`config.mk`:
```
export PLATFORM = sky130hd
export DESIGN_NAME = jk_reg_bank
export DESIGN_NICKNAME = d
export VERILOG_FILES = /design/src/rtl/jk_reg_bank.sv
export SDC_FILE = /design/constraint.sdc
export NUM_CORES = 1
export LEC_CHECK = 0
export ABC_AREA = 1
export BUFFER_PORTS_ARGS = -buffer_cell sky130_fd_sc_hd__buf_2
export CAP_MARGIN = 20
export CORE_MARGIN = 3
export CORE_UTILIZATION = 35
export DETAILED_ROUTE_END_ITERATION = 10
export GPL_ROUTABILITY_DRIVEN = 0
export MAX_ROUTING_LAYER = met4
export PLACE_DENSITY_LB_ADDON = 0.2
export REMOVE_ABC_BUFFERS = 1
export SLEW_MARGIN = 5
export SYNTH_ARGS = -nofsm -noshare
export SYNTH_HDL_FRONTEND = slang
export SYNTH_SLANG_ARGS = --single-unit
```
`constraint.sdc`:
```
create_clock -name clk -period 3.05 [get_ports clk]
set_input_delay 0.1525 -clock clk [delete_from_list [all_inputs] [get_ports clk]]
set_output_delay 0.1525 -clock clk [all_outputs]
set_load 0.005 [all_outputs]
```
`src/rtl/jk_reg_bank.sv`:
```
// WIDTH-bit register whose bits act as independent JK flip-flops, with added
// LOAD, TOGGLE and up/down modulo COUNT modes, clock enable, terminal count and change strobe.
module jk_reg_bank #(
    parameter int unsigned       WIDTH     = 8,
    parameter logic [WIDTH-1:0]  RESET_VAL = '0,
    parameter longint unsigned   MOD       = 0
) (
    input  logic             clk,
    input  logic             rst,
    input  logic             en,
    input  logic [1:0]       mode,
    input  logic [WIDTH-1:0] j,
    input  logic [WIDTH-1:0] k,
    input  logic             up,
    output logic [WIDTH-1:0] q,
    output logic [WIDTH-1:0] qn,
    output logic             tc,
    output logic             changed
);

    typedef enum logic [1:0] {
        MODE_JK     = 2'b00,
        MODE_LOAD   = 2'b01,
        MODE_TOGGLE = 2'b10,
        MODE_COUNT  = 2'b11
    } mode_e;

    // A zero modulus wraps at 2^WIDTH, so the last count value is all ones.
    localparam bit               MODULAR = (MOD != 0);
    localparam logic [WIDTH-1:0] LAST    = MODULAR ? WIDTH'(MOD - 1) : {WIDTH{1'b1}};

    logic [WIDTH-1:0] q_q, q_d;
    logic             changed_q, changed_d;
    logic [WIDTH-1:0] jk_next;
    logic [WIDTH-1:0] count_next;
    logic             out_of_range;

    // Characteristic equation of a JK flip-flop, one cell per bit.
    generate
        for (genvar gi = 0; gi < WIDTH; gi++) begin : g_jk_bit
            assign jk_next[gi] = (j[gi] & ~q_q[gi]) | (~k[gi] & q_q[gi]);
        end
    endgenerate

    // A value loaded in another mode may sit above the modulus; COUNT recovers to 0.
    assign out_of_range = MODULAR && (64'(q_q) >= MOD);

    always_comb begin
        count_next = q_q;
        if (out_of_range) begin
            count_next = '0;
        end else if (up) begin
            count_next = (q_q == LAST) ? '0 : q_q + WIDTH'(1);
        end else begin
            count_next = (q_q == '0) ? LAST : q_q - WIDTH'(1);
        end
    end

    always_comb begin
        q_d = q_q;
        if (en) begin
            case (mode_e'(mode))
                MODE_JK:     q_d = jk_next;
                MODE_LOAD:   q_d = j;
                MODE_TOGGLE: q_d = q_q ^ j;
                MODE_COUNT:  q_d = count_next;
                default:     q_d = q_q;
            endcase
        end
        changed_d = en && (q_d != q_q);
    end

    always_ff @(posedge clk or posedge rst) begin
        if (rst) begin
            q_q       <= RESET_VAL;
            changed_q <= 1'b0;
        end else begin
            q_q       <= q_d;
            changed_q <= changed_d;
        end
    end

    assign q       = q_q;
    assign qn      = ~q_q;
    assign changed = changed_q;
    assign tc      = (mode_e'(mode) == MODE_COUNT) && (up ? (q_q == LAST) : (q_q == '0));

endmodule

```
==> impl.org, run 1 <==
** Run status
- Outcome :: finished, final reports clean

** Timing
- Remaining max-slew budget at the tightest pin :: 60.3%
- The final hold violation count came to 0.
- Setup violations remaining at the end of the flow were counted as 0.
- Tcrit/Tclk final :: 70.7%
- At the pin with the least slew margin, the transition time is 0.595 ns.
- Final-layout setup total negative slack :: 0 ns
- The worst path in the final design needs a cycle of 2.16 ns, including I/O delays and setup.
- Worst hold slack after final layout :: 0.299 ns
- Between clock sinks in the finished design, the worst skew comes to 0.00663 ns.
- RSZ-0062 raised after global routing :: no
- For this run, the top clock speed supported by timing is 464 MHz.
- Setup slack closes at 0.894 ns.
- Number of max-slew violations in the final report :: 0

** Layout
- Once layout is complete, the cells apart from fillers number 335.
- Layout overhead on the synthesized area :: 16.2%
- Of the cells placed in the final design, the portion with a size suffix greater than 1 is 26.8%.
- At the end of the flow, the number of nets in the layout was 313.
- 0 antenna diodes ended up in the layout.
- Summing all non-filler instances in the final layout gives an area of 1670 um2.

** Detailed routing
- Vias per std cell :: 5.06
- Number of design-rule violations left by the first detailed-router iteration :: 159
- Wirelength, routed :: 4430 um
- The routed layout has 1,696 vias.
- Routed Antenna Nets :: 0
- In the routed design, unresolved DRC markers number 0.
- Detailed-router iteration count before antenna repair :: 4
- After detailed routing, the average wire length per cell comes to 13.2 um.

** Floorplanning
- Area of the die :: 4920 um2
- DIE WIDTH :: 70.1 um
- The floorplan has 22 rows.
- The core region is 3800 um2.
- Measured along the y axis, the die boundary spans 70.1 um.
- Initial standard-cell utilization of the core :: 37.9%
- Top-level port count :: 40

** Setup path
- Worst path most repeated cell :: nand2_1
- The worst setup path is captured at a register.
- Top fanout value on the critical path :: 12
- Source of the worst register-to-register timing path :: q[3]
- Startpoint kind of the worst setup timing path :: register
- Crit-path leading delay family :: simple AND/OR/NAND/NOR gates
- The slowest stage of the critical path is the dfrtp_1 cell.
- For this run, the slowest stage of the critical path takes 0.66 ns.
- At the worst endpoint, the required time is 3.16 ns.
- The critical path goes through inv_1, nor2_4, nand2_2, nand2_1, nand2_1, nand3_1, nand2_1, nand2_2, nand3_1, nand2_1, nand2_1, nor2_1, nand3_1.
- The worst setup path is of the reg2reg kind.
- Worst reg2reg setup slack :: 0.89 ns
- Buffers plus inverters on the worst setup path :: 1
- Data on the critical path arrives at its endpoint at 2.26 ns.
- The critical path starts at q[3].

** GRT
- GRT Residual Overflow :: 0
- Initial antenna violation count :: 0
- Largest net degree at the start of global routing :: 14
- First-pass GRT wire length :: 7610 um
- Number of global-route vias before repair :: 1,588
- Global routing consumed, over all layers together, 19.4% of the routing resources.

** Clock network
- Clock tree from TritonCTS :: built
- Number of CTS-inserted buffers :: 3
- The later pin in the worst-skew pair is clocked with a latency of 0.24 ns.
- CTS built an H-tree with a depth of 1.
- Once the clock tree was built, the resizer swapped 0 gates to a different size.
- The tree is rooted in a clkbuf_8.
- Number of clock sinks :: 9
- Counting along the longest clock path gives a buffer depth of 2.
- Clock-pin slew was measured on the worst setup and hold paths at 0.05 ns.

** Placed design
- Pre-CTS setup slack :: 0.906 ns
- Count of buffers from port buffering :: 39
- Placed inst area :: 1620 um2
- Placed Cells incl. Taps :: 330
- Detailed placement finished with a half-perimeter wire length of 3490 um.

** Logic synthesis
- Sequential cells were found to cover 15.6% of the synthesized design area.
- In this run, distinct cell masters in the synthesized netlist total 27.
- Flop and latch count out of synthesis :: 9
- In the synthesized netlist, the number of instances is 251.
- The Yosys step of the flow raised 0 warnings.
- Syn avg cell area :: 5.74 um2
- The mapped netlist covers 1440 um2.

** Power
- Power per unit of standard cell area :: 397 nW/um2
- In this run the static leakage power is 0.000918 uW.
- Max IR drop VDD :: 171 uV

** Job
- Count of max-cap constraint violations :: 0

** Worst hold path
- Type of the most critical hold path :: in2reg
- The worst hold path begins at en.
[through the flow]
| step | utilization (%) | total power, uW |
|---|---|---|
| global placement | 42.6 | 523 |
| finish | 44.1 | 665 |
| CTS | 44.1 | 672 |
| floorplan | - | 404 |
| detailed placement | 42.6 | 522 |
| global route | 44.1 | 735 |
[cell usage after synthesis]
master | count | area, um2
a21oi_1 | 9 | 45.0
buf_6 | 6 | 67.6
clkbuf_1 | 1 | 3.75
clkbuf_2 | 1 | 5.00
clkinv_1 | 1 | 3.75
clkinv_2 | 1 | 5.00
dfrtp_1 | 9 | 225
ha_1 | 3 | 37.5
inv_1 | 21 | 78.8
inv_2 | 6 | 22.5
nand2_1 | 90 | 338
nand2_2 | 7 | 43.8
nand2_4 | 1 | 11.3
nand3_1 | 36 | 180
nand3_2 | 3 | 30.0
nand4_1 | 2 | 12.5
nor2_1 | 13 | 48.8
nor2_2 | 4 | 25.0
nor2_4 | 3 | 33.8
nor2_8 | 1 | 20.0
o211ai_1 | 1 | 7.51
o21ai_0 | 17 | 85.1
o21ai_1 | 1 | 5.00
o21ai_2 | 2 | 17.5
or2_2 | 7 | 43.8
xnor2_1 | 1 | 8.76
xor2_1 | 4 | 35.0
[routing by layer]
metal / vias up / global-route usage (%) / wire length [um]
met1: 751 / 25.5 / 2000
li1: 869 / - / -
met3: 8 / 3.17 / 324
met2: 68 / 30.4 / 2010
met5: - / - / 0
met4: 0 / 6.38 / 92
[state kept, by name, indices dropped and copies added, names as in the netlist]
register and flops:
changed 1, q 8
[final timing paths]
path                                 to  cells past startpoint
min in group asynchronous          q[0]                      3
worst max-delay path            changed                     13
worst min-delay path               q[4]                      2
max in group asynchronous          q[5]                      3
worst min register to register     q[0]                      2
worst max register to register  changed                     13
[cell type report]
cell class                 count  area [um2]
clock buffer                   4        45.0
multi-input combinational    205        1030
inverter                      29         110
timing repair buffer          40         205
fill                         444        2120
tap                           48        60.1
sequential                     9         225
[cell usage in the layout, fill, tap and decap left out, types with 4 or more instances in the layout]
master	n
a21oi_1	9
buf_2	39
dfrtp_1	9
inv_1	21
inv_2	6
nand2_1	90
nand2_2	7
nand3_1	36
nor2_1	13
nor2_2	4
o21ai_0	17
or2_2	7
xor2_1	4
[power by group]
part	total (uW)	switching, uW	internal (uW)
registers	196	60.1	136
clock network	144	52.2	91.5
logic	325	197	128
total	665	309	356
[timing repair]
item                                    4_1_cts  5_1_grt
buffers inserted                              0        0
hold endpoints to repair                      9        0
endpoints found under the setup margin        0        0
hold buffers                                  1        0
[cells by family after synthesis]
group | synth area share (%)
AOI/OAI and AO/OA | 11.1
and+or+nand+nor | 54.6
adders and majority gates | 2.61
DFF | 15.6
xor gates and xnor gates | 3.04
buffers and inverters | 12.9
Note: power is estimated with default switching activity, not from simulation.
==> inputs of run 2 (changes only) <==
- ABC_AREA: 1 -> 0
- clock period: 3.05 -> 2.23 ns (I/O delays scaled with it)
==> impl.org, run 2 <==
** Run status
- Outcome :: complete, but fails checks (was finished, final reports clean)
- Violated checks :: negative setup slack

** Power
- The share of power burned in registers is 18.6% (was 29.5%).
- The leakage power of the design was 0.00101 uW (was 0.000918 uW).
- Switch share :: 43.6% (was 46.5%)
- Total net switching power :: 546 uW (was 309 uW)
- Cell Int Power :: 706 uW (was 356 uW)
- The total power density per cell area came to 582 nW/um2 (was 397 nW/um2).
- The worst supply voltage drop on vdd was 218 uV (was 171 uV).
- The total power consumption of the routed design is 1250 uW (was 665 uW).
- The proportion of power drawn by combinational gates was 64.5% (was 48.9%).
- Clock share of power :: 16.8% (was 21.6%)

** Layout
- The area of the multi-input gates was 1130 um2 (was 1030 um2).
- The final net count is 315 (was 313).
- The area overhead of the layout relative to synthesis was 48.7% (was 16.2%).
- The area of all sequential standard cells is 225 um2 (unchanged).
- The number of flip-flops under the largest register name came to 8 (unchanged).
- Filler-free cell count of the finished design :: 337 (was 335)
- Leading cell type in the layout, fill and taps excluded :: buf_4 (was nand2_1)
- Highest-count cells in the layout ignoring fill and taps :: buf_4, buf_2, nand2_1 (was nand2_1, buf_2, nand3_1)
- Number of antenna diodes :: 0 (unchanged)
- Share of post-route cells with drive strength above 1 :: 38.1% (was 26.8%)
- Fillers :: 377 (was 444)

** Logic synthesis
- Syn avg cell area :: 6.93 um2 (was 5.74 um2)
- The fraction of synthesized cell area in xor and xnor cells came to 3.03% (was 3.04%).
- Combinational family with the most area after synthesis :: compound AO/OA/AOI/OAI gates (was simple AND/OR/NAND/NOR gates)
- Mapped Area :: 1450 um2 (was 1440 um2)
- Proportion of register bits with asynchronous set or reset after synthesis :: 100% (unchanged)
- The adder-cell share of the synthesized area is 2.59% (was 2.61%).
- The post-synthesis share of cell area spent on and, or, nand and nor gates was 28.1% (was 54.6%).
- The area fraction in compound gates after synthesis came to 35.6% (was 11.1%).
- The most repeated cell in the gate-level netlist after synthesis is nand2_1 (unchanged).
- Primary FF master, synth :: dfrtp_1 (unchanged)
- The count of flip-flops with a built-in enable after synthesis came to 0 (unchanged).
- Library cell with the largest summed area after synthesis :: dfrtp_1 (was nand2_1)
- Mux contribution to synthesized area :: 5.53% (was 0%)
- The count of cell types in the netlist was 52 (was 27).
- Leading post-synthesis cells by instance count :: nand2_1, o21ai_0, clkbuf_1 (was nand2_1, nand3_1, inv_1)
- Synth area leaders: dfrtp_1, o21ai_0, mux2i_1, nand2_1, clkbuf_1 (was nand2_1, dfrtp_1, nand3_1, o21ai_0, inv_1).
- The register bit count reported by yosys came to 9 (unchanged).
- The proportion of netlist area held by the largest area contributor came to 15.6% (was 23.5%).
- The post-synthesis instance total is 209 (was 251).
- Sequential element share of the synthesized area :: 15.6% (about the same)
- Number of synthesis warnings :: 0 (unchanged)

** Setup path
- The arrival time reported for the critical path endpoint came to 2.61 ns (was 2.26 ns).
- The worst reg2reg path startpoint is q[0] (was q[3]).
- Top fanout value on the critical path :: 4 (was 12)
- Critical R2R Capture :: changed (unchanged)
- The type of destination of the critical path was a register (unchanged).
- Crit-path cells: buf_6, or4_4, nor2_4, xnor2_1, a221o_1, a211oi_2, a41oi_2, or4_1 (was inv_1, nor2_4, nand2_2, nand2_1, nand2_1, nand3_1, nand2_1, nand2_2, nand3_1, nand2_1, nand2_1, nor2_1, nand3_1).
- CP max-delay cell :: or4_4 (was dfrtp_1)
- The type of the worst setup path is reg2reg (unchanged).
- Delay of the slowest cell on the worst path :: 0.50 ns (was 0.66 ns)
- The path depth of the worst reg2reg path was 8 (was 13).
- The data required time of the worst path was 2.34 ns (was 3.16 ns).
- Startpoint kind of the worst setup timing path :: register (unchanged)
- The worst setup slack for register-to-register paths came to -0.28 ns (was 0.89 ns).

** Worst hold path
- The source of the worst hold timing path is en (unchanged).
- The class of the tightest hold or removal check is in2reg (unchanged).
- The sink of the worst hold path is q[0] (was q[4]).
- The number of cells on the worst hold path came to 3 (was 2).

** Timing
- The final critical-path share of the clock period was 112% (was 70.7%).
- The final setup slack of the worst path is -0.276 ns (was 0.894 ns).
- The summed negative setup slack over all endpoints was -0.276 ns (was 0 ns).
- RSZ-0062 raised after global routing :: yes (was no)
- Worst hold slack after final layout :: 0.244 ns (was 0.299 ns)
- The worst relative slew slack was 74.0% (was 60.3%).
- Transition at the pin with the smallest max-transition slack :: 0.390 ns (was 0.595 ns)
- Final period demand of the worst path :: 2.51 ns (was 2.16 ns)
- The final hold violation count is 0 (unchanged).
- Number of max-slew violations in the final report :: 0 (unchanged)
- Layout Skew :: 0.0106 ns (was 0.00663 ns)
- The number of failing setup endpoints in the final timing report came to 1 (was 0).
- Maximum achievable frequency :: 399 MHz (was 464 MHz)

** GRT
- The total grt overflow is 0 (unchanged).
- Largest net degree at the start of global routing :: 16 (was 14)
- Number of global-route vias before repair :: 1,830 (was 1,588)
- Total global-route track usage :: 24.3% (was 19.4%)
- The first-pass GRT wire length is 9340 um (was 7610 um).
- Initial antenna violation count :: 0 (unchanged)

** Floorplanning
- DIE WIDTH :: 70.3 um (was 70.1 um)
- The die footprint came to 4940 um2 (was 4920 um2).
- Cell row count :: 22 (unchanged)
- Area of the core region :: 3830 um2 (was 3800 um2)
- Initial standard-cell utilization of the core :: 37.8% (was 37.9%)
- The die boundary height came to 70.3 um (was 70.1 um).
- The top-level I/O count came to 40 (unchanged).

** Detailed routing
- Number of design-rule violations left by the first detailed-router iteration :: 245 (was 159)
- Vias per std cell :: 5.91 (was 5.06)
- Wire per inst :: 16.7 um (was 13.2 um)
- Detailed-router iteration count before antenna repair :: 5 (was 4)
- Routed Antenna Nets :: 0 (unchanged)
- The via total after detailed routing was 1,992 (was 1,696).
- DR DRC count :: 0 (unchanged)
- Wirelength, routed :: 5620 um (was 4430 um)

** Clock network
- The clock tree from TritonCTS is built (unchanged).
- CTS max path bufs :: 2 (unchanged)
- The buffer cell driving the clock tree root is clkbuf_8 (unchanged).
- The clock buffer count from CTS came to 3 (unchanged).
- Number of clock sinks :: 9 (unchanged)
- Clock-pin transition on the worst setup and hold timing paths :: 0.06 ns (was 0.05 ns)
- The later-pin clock latency in the skew report was 0.25 ns (was 0.24 ns).
- H-Tree Level Count :: 1 (unchanged)

** Placed design
- The cell count after placement is 329 (was 330).
- The post-placement worst setup slack is -0.375 ns (was 0.906 ns).
- Count of buffers from port buffering :: 39 (unchanged)
- Half-perimeter wire length after placement :: 4420 um (was 3490 um)

** Job
- Count of max-cap constraint violations :: 0 (unchanged)
-- run 2: changes by cell type in the layout (fill, tap and decap cells not counted), sizes merged, moves of 6 or more --
cell,delta
nor2,-8
or2,-7
mux2i,+8
a31oi,+7
nand3,-29
nand2,-79
nor3,+7
inv,-12
nor2b,+6
buf,+55
-- run 2: worst max-delay path by stage --
stage | startpoint | endpoint | slack (ns) | depth (start not counted)
finish | q[0] | changed | -0.28 | 8
global route | q[0] | changed | -0.37 | 8
CTS | q[0] | changed | -0.22 | 9
detailed placement | q[1] | changed | -0.37 | 9
global placement | q[0] | changed | -0.33 | 9
floorplan | q[0] | changed | -0.65 | 9
-- run 2: layer usage --
metal  up-vias  GRT usage, %  part of all wire [%]
met2        99          37.8                    48
met5         -             -                     0
met4         0          4.04                  0.69
met1       934          33.5                    43
li1        953             -                     -
met3         6          4.03                   8.5
-- run 2: per-stage QoR --
stage          area, um2  util, %
2_1_floorplan       1370        -
3_3_place_gp        2020     52.9
3_5_place_dp        2020     52.9
4_1_cts             2130     55.8
5_1_grt             2150     56.2
6_report            2150     56.2
-- run 2: timing repair --
action | CTS | global route
buffers inserted | 3 | 0
hold buffers | 1 | 0
pin swaps | 13 | 2
setup endpoints to repair | 1 | 1
resized for setup | 10 | 7
hold endpoints to repair | 9 | 0
-- run 2: power by group through the flow --
stage | Combinational, uW | Clock [uW] | Sequential [uW]
CTS | 785 | 209 | 231
finish | 808 | 211 | 233
global placement | 747 | 0 | 229
floorplan | 310 | 0 | 278
global route | 889 | 216 | 237
detailed placement | 756 | 0 | 229
-- run 2: final cells by class --
class / instances / share of cell area (%)
repair buffers: 95 / 29.7
clock buffers: 4 / 2.09
multi-input cells: 166 / 52.4
flip-flops and latches: 9 / 10.5
well taps: 48 / 2.79
inverters: 15 / 2.62
-- run 2: worst max-delay path: cells and delay by family (launching register included) --
kind	cells	cell delay [ns]
flip-flops	1	0.40
XOR/XNOR	1	0.06
buffers and inverters	1	0.13
AND/OR/NAND/NOR	3	1.05
AO/OA/AOI/OAI	3	0.73
-- run 2: cell families after synthesis --
| kind of cell | count (synthesis) |
|---|---|
| flip-flops | 9 |
| adder cells (fa/ha/maj) | 3 |
| buffers and inverters | 34 |
| XOR/XNOR | 5 |
| AND/OR/NAND/NOR | 76 |
| AO/OA/AOI/OAI | 74 |
| multiplexers | 8 |
